--- config.mk ---
export PLATFORM = sky130hd
export DESIGN_NAME = lcd_driver
export DESIGN_NICKNAME = d
export VERILOG_FILES = /design/src/rtl/lcd_driver.sv
export SDC_FILE = /design/constraint.sdc
export NUM_CORES = 1
export LEC_CHECK = 0
export CORE_AREA = 2 2 80 82
export DETAILED_ROUTE_END_ITERATION = 6
export DIE_AREA = 0 0 82 84
export GPL_ROUTABILITY_DRIVEN = 1
export SYNTH_ARGS = -nofsm -noshare
export SYNTH_HDL_FRONTEND = slang
export SYNTH_SLANG_ARGS = --single-unit
--- constraint.sdc ---
create_clock -name clk_i -period 4.4 [get_ports clk_i]
set_clock_uncertainty 0.2 [all_clocks]
set_input_delay 1.32 -clock clk_i [delete_from_list [all_inputs] [get_ports clk_i]]
set_output_delay 1.32 -clock clk_i [all_outputs]
set_load 0.005 [all_outputs]
--- src/rtl/lcd_driver.sv ---
// HD44780 write-only driver: power-up delay, fixed 8-bit init sequence, then
// one byte per handshake with programmable setup / strobe / hold / execute timing.
module lcd_driver #(
    parameter int T_SETUP   = 4,
    parameter int T_EN_HIGH = 12,
    parameter int T_HOLD    = 4,
    parameter int T_EXEC    = 2000,
    parameter int T_CLEAR   = 82000,
    parameter int T_POWERUP = 750000
) (
    input  logic       clk_i,
    input  logic       rst_i,
    input  logic       cmd_valid_i,
    input  logic       cmd_rs_i,
    input  logic [7:0] cmd_data_i,
    output logic       cmd_ready_o,
    output logic       init_done_o,
    output logic       lcd_on_o,
    output logic       lcd_en_o,
    output logic       lcd_rs_o,
    output logic       lcd_rw_o,
    output logic [7:0] lcd_data_o
);

    localparam int MAX_A   = (T_SETUP > T_EN_HIGH) ? T_SETUP : T_EN_HIGH;
    localparam int MAX_B   = (T_HOLD > T_EXEC) ? T_HOLD : T_EXEC;
    localparam int MAX_C   = (T_CLEAR > T_POWERUP) ? T_CLEAR : T_POWERUP;
    localparam int MAX_AB  = (MAX_A > MAX_B) ? MAX_A : MAX_B;
    localparam int CNT_MAX = (MAX_AB > MAX_C) ? MAX_AB : MAX_C;
    localparam int CW      = $clog2(CNT_MAX + 1);

    localparam logic [CW-1:0] C_SETUP_END = CW'(T_SETUP - 1);
    localparam logic [CW-1:0] C_EN_END    = CW'(T_EN_HIGH - 1);
    localparam logic [CW-1:0] C_HOLD_END  = CW'(T_HOLD - 1);
    localparam logic [CW-1:0] C_EXEC_END  = CW'(T_EXEC - 1);
    localparam logic [CW-1:0] C_CLEAR_END = CW'(T_CLEAR - 1);
    // INIT_LOAD occupies the last cycle of the preceding wait, so each
    // init byte follows the previous one with the same spacing as a command.
    localparam logic [CW-1:0] C_PWR_END   = CW'(T_POWERUP - 2);

    typedef enum logic [2:0] {
        PWRUP,
        INIT_LOAD,
        SETUP,
        EN_HIGH,
        HOLD,
        EXEC_WAIT,
        IDLE
    } state_t;

    state_t        r_state;
    state_t        w_state_next;
    logic [CW-1:0] r_cnt;
    logic [CW-1:0] w_cnt_next;
    logic [1:0]    r_init_idx;
    logic [1:0]    w_idx_next;
    logic          r_init_done;
    logic          w_done_next;
    logic          r_rs;
    logic [7:0]    r_data;
    logic          r_on;
    logic          w_load;
    logic          w_load_rs;
    logic [7:0]    w_load_data;
    logic [7:0]    w_init_byte;
    logic          w_clear;
    logic          w_init_more;
    logic [CW-1:0] w_wait_last;

    always_comb begin
        w_init_byte = 8'h38;
        case (r_init_idx)
            2'd0: w_init_byte = 8'h38;
            2'd1: w_init_byte = 8'h0C;
            2'd2: w_init_byte = 8'h01;
            2'd3: w_init_byte = 8'h06;
            default: w_init_byte = 8'h38;
        endcase
    end

    // Clear display / return home need the long execution time.
    assign w_clear     = !r_rs && (r_data == 8'h01 || r_data == 8'h02 || r_data == 8'h03);
    assign w_init_more = !r_init_done && (r_init_idx != 2'd3);
    assign w_wait_last = (w_clear ? C_CLEAR_END : C_EXEC_END) - (w_init_more ? 1'b1 : 1'b0);

    always_comb begin
        w_state_next = r_state;
        w_cnt_next   = r_cnt + 1'b1;
        w_idx_next   = r_init_idx;
        w_done_next  = r_init_done;
        w_load       = 1'b0;
        w_load_rs    = 1'b0;
        w_load_data  = 8'h00;
        case (r_state)
            PWRUP: begin
                if (r_cnt == C_PWR_END) begin
                    w_state_next = INIT_LOAD;
                    w_cnt_next   = '0;
                    w_idx_next   = 2'd0;
                end
            end
            INIT_LOAD: begin
                w_load       = 1'b1;
                w_load_rs    = 1'b0;
                w_load_data  = w_init_byte;
                w_state_next = SETUP;
                w_cnt_next   = '0;
            end
            SETUP: begin
                if (r_cnt == C_SETUP_END) begin
                    w_state_next = EN_HIGH;
                    w_cnt_next   = '0;
                end
            end
            EN_HIGH: begin
                if (r_cnt == C_EN_END) begin
                    w_state_next = HOLD;
                    w_cnt_next   = '0;
                end
            end
            HOLD: begin
                if (r_cnt == C_HOLD_END) begin
                    w_state_next = EXEC_WAIT;
                    w_cnt_next   = '0;
                end
            end
            EXEC_WAIT: begin
                if (r_cnt == w_wait_last) begin
                    w_cnt_next = '0;
                    if (w_init_more) begin
                        w_state_next = INIT_LOAD;
                        w_idx_next   = r_init_idx + 1'b1;
                    end else begin
                        w_state_next = IDLE;
                        w_done_next  = 1'b1;
                    end
                end
            end
            IDLE: begin
                w_cnt_next = '0;
                if (cmd_valid_i) begin
                    w_load       = 1'b1;
                    w_load_rs    = cmd_rs_i;
                    w_load_data  = cmd_data_i;
                    w_state_next = SETUP;
                end
            end
            default: begin
                w_state_next = PWRUP;
                w_cnt_next   = '0;
            end
        endcase
    end

    always_ff @(posedge clk_i) begin
        if (rst_i) begin
            r_state     <= PWRUP;
            r_cnt       <= '0;
            r_init_idx  <= 2'd0;
            r_init_done <= 1'b0;
            r_rs        <= 1'b0;
            r_data      <= 8'h00;
            r_on        <= 1'b0;
        end else begin
            r_state     <= w_state_next;
            r_cnt       <= w_cnt_next;
            r_init_idx  <= w_idx_next;
            r_init_done <= w_done_next;
            r_on        <= 1'b1;
            if (w_load) begin
                r_rs   <= w_load_rs;
                r_data <= w_load_data;
            end
        end
    end

    assign cmd_ready_o = (r_state == IDLE);
    assign init_done_o = r_init_done;
    assign lcd_on_o    = r_on;
    assign lcd_en_o    = (r_state == EN_HIGH);
    assign lcd_rs_o    = r_rs;
    assign lcd_rw_o    = 1'b0;
    assign lcd_data_o  = r_data;

endmodule
# Word-level counts from Yosys, hierarchy flattened
# Cells that the tools add are included.
[totals]
wordCells = 75
input_bits = 12
regBits = 36
[classes]
n_addsub = 3
n_reduce_logical = 13
eq_ne = 24
bitwise_logic = 1
mux = 27
[ops]
columns = ["cell", "count"]
rows = [
  ["$mux 20", 4],
  ["$pmux 20 s4", 1],
  ["$pmux 8 s4", 1],
  ["$mux 3", 7],
  ["$pmux 3 s7", 1],
  ["$add 20x1->20 const B", 1],
  ["$eq 20x2->1 const B", 1],
  ["$eq 20x20->1", 1],
  ["$eq 20x20->1 const B", 1],
  ["$eq 20x4->1 const B", 1],
  ["$sub 17x1->18", 1],
  ["$mux 17", 1],
  ["$eq 8x2->1 const B", 2],
  ["$pmux 8 s2", 1],
  ["$ne 2x2->1 const B", 7],
  ["$eq 3x3->1 const B", 3],
  ["$eq 8x1->1 const B", 1],
  ["$mux 8", 1],
  ["$eq 3x2->1 const B", 2],
  ["$mux 2", 3],
  ["$reduce_and 6->1", 1],
  ["$mux 1", 5],
  ["$eq 2x2->1 const B", 2],
  ["$pmux 2 s2", 1],
  ["other kinds (15)", 18],
]

# Depth between registers and ports, before layout
[logic_depth]
word_depth = 9
mapped_depth = 9
ltp_nobuf = 8

# Worst setup path before layout
# Ideal clock, no wire load.
[synth_timing]
path_type = "input -> register"
from = "input port cmd_valid_i"
to = "register r_data[2] (netlist: lcd_data_o[2])"
n_path_buf = 1
setup_slack_ns = 1.965
arrival_ns = 2.107
setup_time_ns = 0.128
stages = 5
cell_sequence = "and2_1 -> clkbuf_1 -> nor2_1 -> a221oi_1 -> nor2_1"
[synth_between]
elab_chain_cells = 2
elab_cells_between_ends = 4
[synth_lines]
columns = ["item", "line", "text"]
rows = [
  ["start: declaration", "13", "input logic cmd_valid_i,"],
  ["$mux 8 or $mux 1 (tied branches)", "141", "if (cmd_valid_i) begin"],
  ["$pmux 8 s2 or $pmux 1 s2 (tied branches)", "94", "case (r_state)"],
  ["end signal: assignment", "172", "r_data <= w_load_data;"],
  ["end: declaration", "60", "logic [7:0] r_data;"],
]
# Parallel ways exist; a longest one is shown, timed or not.
# A chain may end at the register's enable or synchronous reset.

# Worst setup path in the final report
[layout_timing]
from = "register r_state[2]"
to = "output port cmd_ready_o"
[layout_between]
elab_chain_cells = 1
[layout_lines]
columns = ["item", "line", "text"]
rows = [
  ["start: declaration", "51", "state_t r_state;"],
  ["start signal: assignment", "165", "r_state <= w_state_next;"],
  ["$eq 3x3->1", "177", "assign cmd_ready_o = (r_state == IDLE);"],
  ["end: declaration", "16", "output logic cmd_ready_o,"],
]
# Every way passes these cells.

==> results by group <==
STA
  • Worst-Margin Slew: 0.528 ns
  • Final Hold Viols: 0
  • Setup TNS: 0 ns
  • RSZ-0062 raised after global routing: no
  • Tcrit/Tclk final: 72.3%
  • Fmax: 314 MHz
  • Max Slew Vio Count: 0
  • WHS: 0.282 ns
  • Slew Limit Headroom: 64.6%
  • Fin crit period: 3.18 ns
  • Setup Viol. Count Final: 0

Power and ir drop
  • Sequential share of power: 39.2%
  • Combinational Power Share: 19.5%
  • Clock share of power: 41.2%
  • Leak: 0.813 nW
  • Internal power: 0.000719 W
  • Pwr per Cell Area: 424 nW/µm²
  • Peak supply drop: 0.000306 V
  • Sw Share: 27.5%
  • NetSw: 0.000272 W

Floorplanning
  • Initial core utilization: 30.8%
  • Die ar.: 6890 µm²
  • Rows: 29
  • DIE HEIGHT: 84 µm
  • Chip Width: 82 µm
  • Placeable Area: 6100 µm²
  • Ports: 26

Critical path
  • Slowest CP cell: dfxtp_1
  • Reg-to-reg startpoint: r_init_idx[0]
  • Setup crit start kind: flip-flop
  • Worst R2R Setup Slack: 1.94 ns
  • Crit path depth: 3
  • Reg-to-Reg End: r_init_idx[0]
  • Critical Path Start: r_state[2]
  • CP Cell Sequence: nand2_1 > nor2_1 > clkdlybuf4s50_1
  • CP max stage delay: 0.56 ns
  • CP Capture Type: output port
  • Crit path to: cmd_ready_o
  • Critical path class: reg2out
  • FF-to-FF path depth: 7
  • Bufs and invs on worst path: 1
  • WP data required: 2.88 ns
  • CP arrival: 1.66 ns
  • CP delay by family, top: flip-flops
  • Max FO, Critical Path: 14

Cells and area
  • Synth-to-layout area growth: 24.5%
  • Nets: 275
  • Diode count: 0
  • Layout cell share with drive strength beyond 1: 6.61%

Route
  • Via count: 1,628
  • Routed Antenna Nets: 0
  • First DRT Iteration DRCs: 112
  • DR vias/cell: 4.87
  • DR pass1 iterations: 4
  • WL per Instance: 12.3 µm
  • Drt total wl: 4100 µm
  • Post-route DRC: 0

Clock tree
  • Clock network latency to the later pin of the worst-skew pair: 0.29 ns
  • Clk sinks: 36
  • Post-CTS resize count: 0
  • Clock buffer count from CTS: 5
  • Clock Path Buffers: 2
  • CTS Root Cell: clkbuf_8
  • CTS tree: done
  • H-tree depth: 2
  • Hold Buf Count CTS: 0
  • Reg clk slew, reported paths: 0.08 ns
  • Post-CTS Setup Inserts: 0

Synthesis
  • Top cell type by total area after synthesis: dfxtp_1
  • Most common cell in the netlist: nor2_1
  • Top post-synthesis cells by area: dfxtp_1 38%, nor2_1 7.8%, xor2_1 5.1%
  • Yosys cell types: 38
  • EDFF count, synth: 0
  • Syn avg cell area: 7.99 µm²
  • Most frequent cells after synthesis: 39 x nor2_1, 36 x dfxtp_1, 25 x nand2_1, 14 x a21oi_1, 14 x nand3_1
  • #FFs+latches synth: 36
  • Top FF cell, synth: dfxtp_1
  • Mapped Cells: 235
  • Ys async rst share: 0%
  • Synthesized cell area: 1880 µm²
  • Sequential area share after synthesis: 38.4%
  • Ys Warns: 0
  • Yosys top cell area share: 38.4%
  • Syn_nets: 254

GRT
  • First-pass GRT wire length: 7290 µm
  • Initial antenna violation count: 0
  • Global route total overflow: 0
  • Vias in the first global route: 1,582
  • Largest net degree at the start of global routing: 21
  • Gr usage total: 13.4%

Min path
  • Min-Delay Path Class: reg2reg

Run
  • Max-cap viol count: 0

Placement
  • DP HPWL: 3040 µm
  • Routability congestion estimate: 0.778
  • Port Buf Inserts: 24

Run status
  • Status: finished clean
per-stage QoR:
| stage | power (W) | area, µm² | std cells | util (%) | setup slack (ns) |
|---|---|---|---|---|---|
| final | 0.000991 | 2340 | 334 | 38.3 | 1.22 |
| after global routing | 0.00105 | 2340 | 334 | 38.3 | 1.02 |
| after CTS | 0.00100 | 2340 | 334 | 38.3 | 1.22 |
| after detailed placement | 0.000591 | 2180 | 326 | 35.7 | 1.43 |
| after global placement | 0.000591 | 2180 | 326 | 35.7 | 1.46 |
| after floorplan | 0.000521 | 1880 | 235 | - | 1.97 |
cells by family (layout without fill, tap and decap cells):
family	after synthesis	count (layout)	share of synthesized area, %
adders and majority gates	7	7	4.66
muxes	1	1	0.733
other	1	1	0.200
buffers and inverters	22	44	4.73
DFF	36	36	38.4
and+or+nand+nor	111	111	28.2
AOI/OAI and AO/OA	37	37	13.8
xor gates and xnor gates	20	20	9.33
layout by cell type (no fill, tap or decap), drive strengths merged, types with 5 or more instances in the layout:
cell type and n:
clkdlybuf4s50 24, inv 10, nand2 25, nor4 6
nand3 15, dfxtp 36, xor2 11, xnor2 9
ha 7, a21oi 14, or3 5, nor2 39
o21ai 7, clkbuf 5
worst reg2reg max path: stages (launching register included):
cell	delay [ns]
dfxtp_1	0.36
ha_1	0.25
nor2_1	0.31
xnor2_1	0.18
o31ai_4	0.30
o211ai_4	0.16
or4_1	0.48
a21oi_1	0.15
layer usage:
metal  up-vias  global-route usage [%]  routed length [µm]  share of wire, %
met5         -                       0                   0                 0
met4         0                    3.94                  52               1.3
met3         7                    3.35                 184               4.5
met2        31                    21.4                1850                45
met1       740                    17.5                2020                49
li1        850                       -                   -                 -
flip-flops by register name, summed over array words and instances, names as in the netlist:
signal / cells
r_cnt: 20
lcd_rs_o: 1
lcd_data_o: 8
r_state: 3
lcd_on_o: 1
init_done_o: 1
r_init_idx: 2
power by group through the flow:
stage	Combinational, W	Sequential (W)	Clock [W]
after floorplan	0.000144	0.000377	0
after global placement	0.000195	0.000396	0
after detailed placement	0.000195	0.000395	0
after CTS	0.000196	0.000388	0.000418
after global routing	0.000220	0.000394	0.000432
final	0.000194	0.000389	0.000408
final cells by class:
type	instances	area [µm²]
inverters	10	37.5
repair buffers	26	255
well taps	77	96.3
clock buffers	5	68.8
multi-input cells	177	1070
fillers	639	3760
clock inverters	3	90.1
flip-flops and latches	36	721
how the worst min path moves through the flow:
stage	depth (start not counted)	from	slack, ns	to
after detailed placement	2	lcd_data_o[1]	0.27	lcd_data_o[1]
after global placement	2	lcd_data_o[1]	0.28	lcd_data_o[1]
after global routing	2	lcd_data_o[6]	0.31	lcd_data_o[6]
final	2	lcd_data_o[1]	0.28	lcd_data_o[1]
after CTS	2	lcd_data_o[1]	0.28	lcd_data_o[1]
after floorplan	1	r_cnt[0]	0.26	r_cnt[0]
Note: power is estimated with default switching activity, not from simulation.
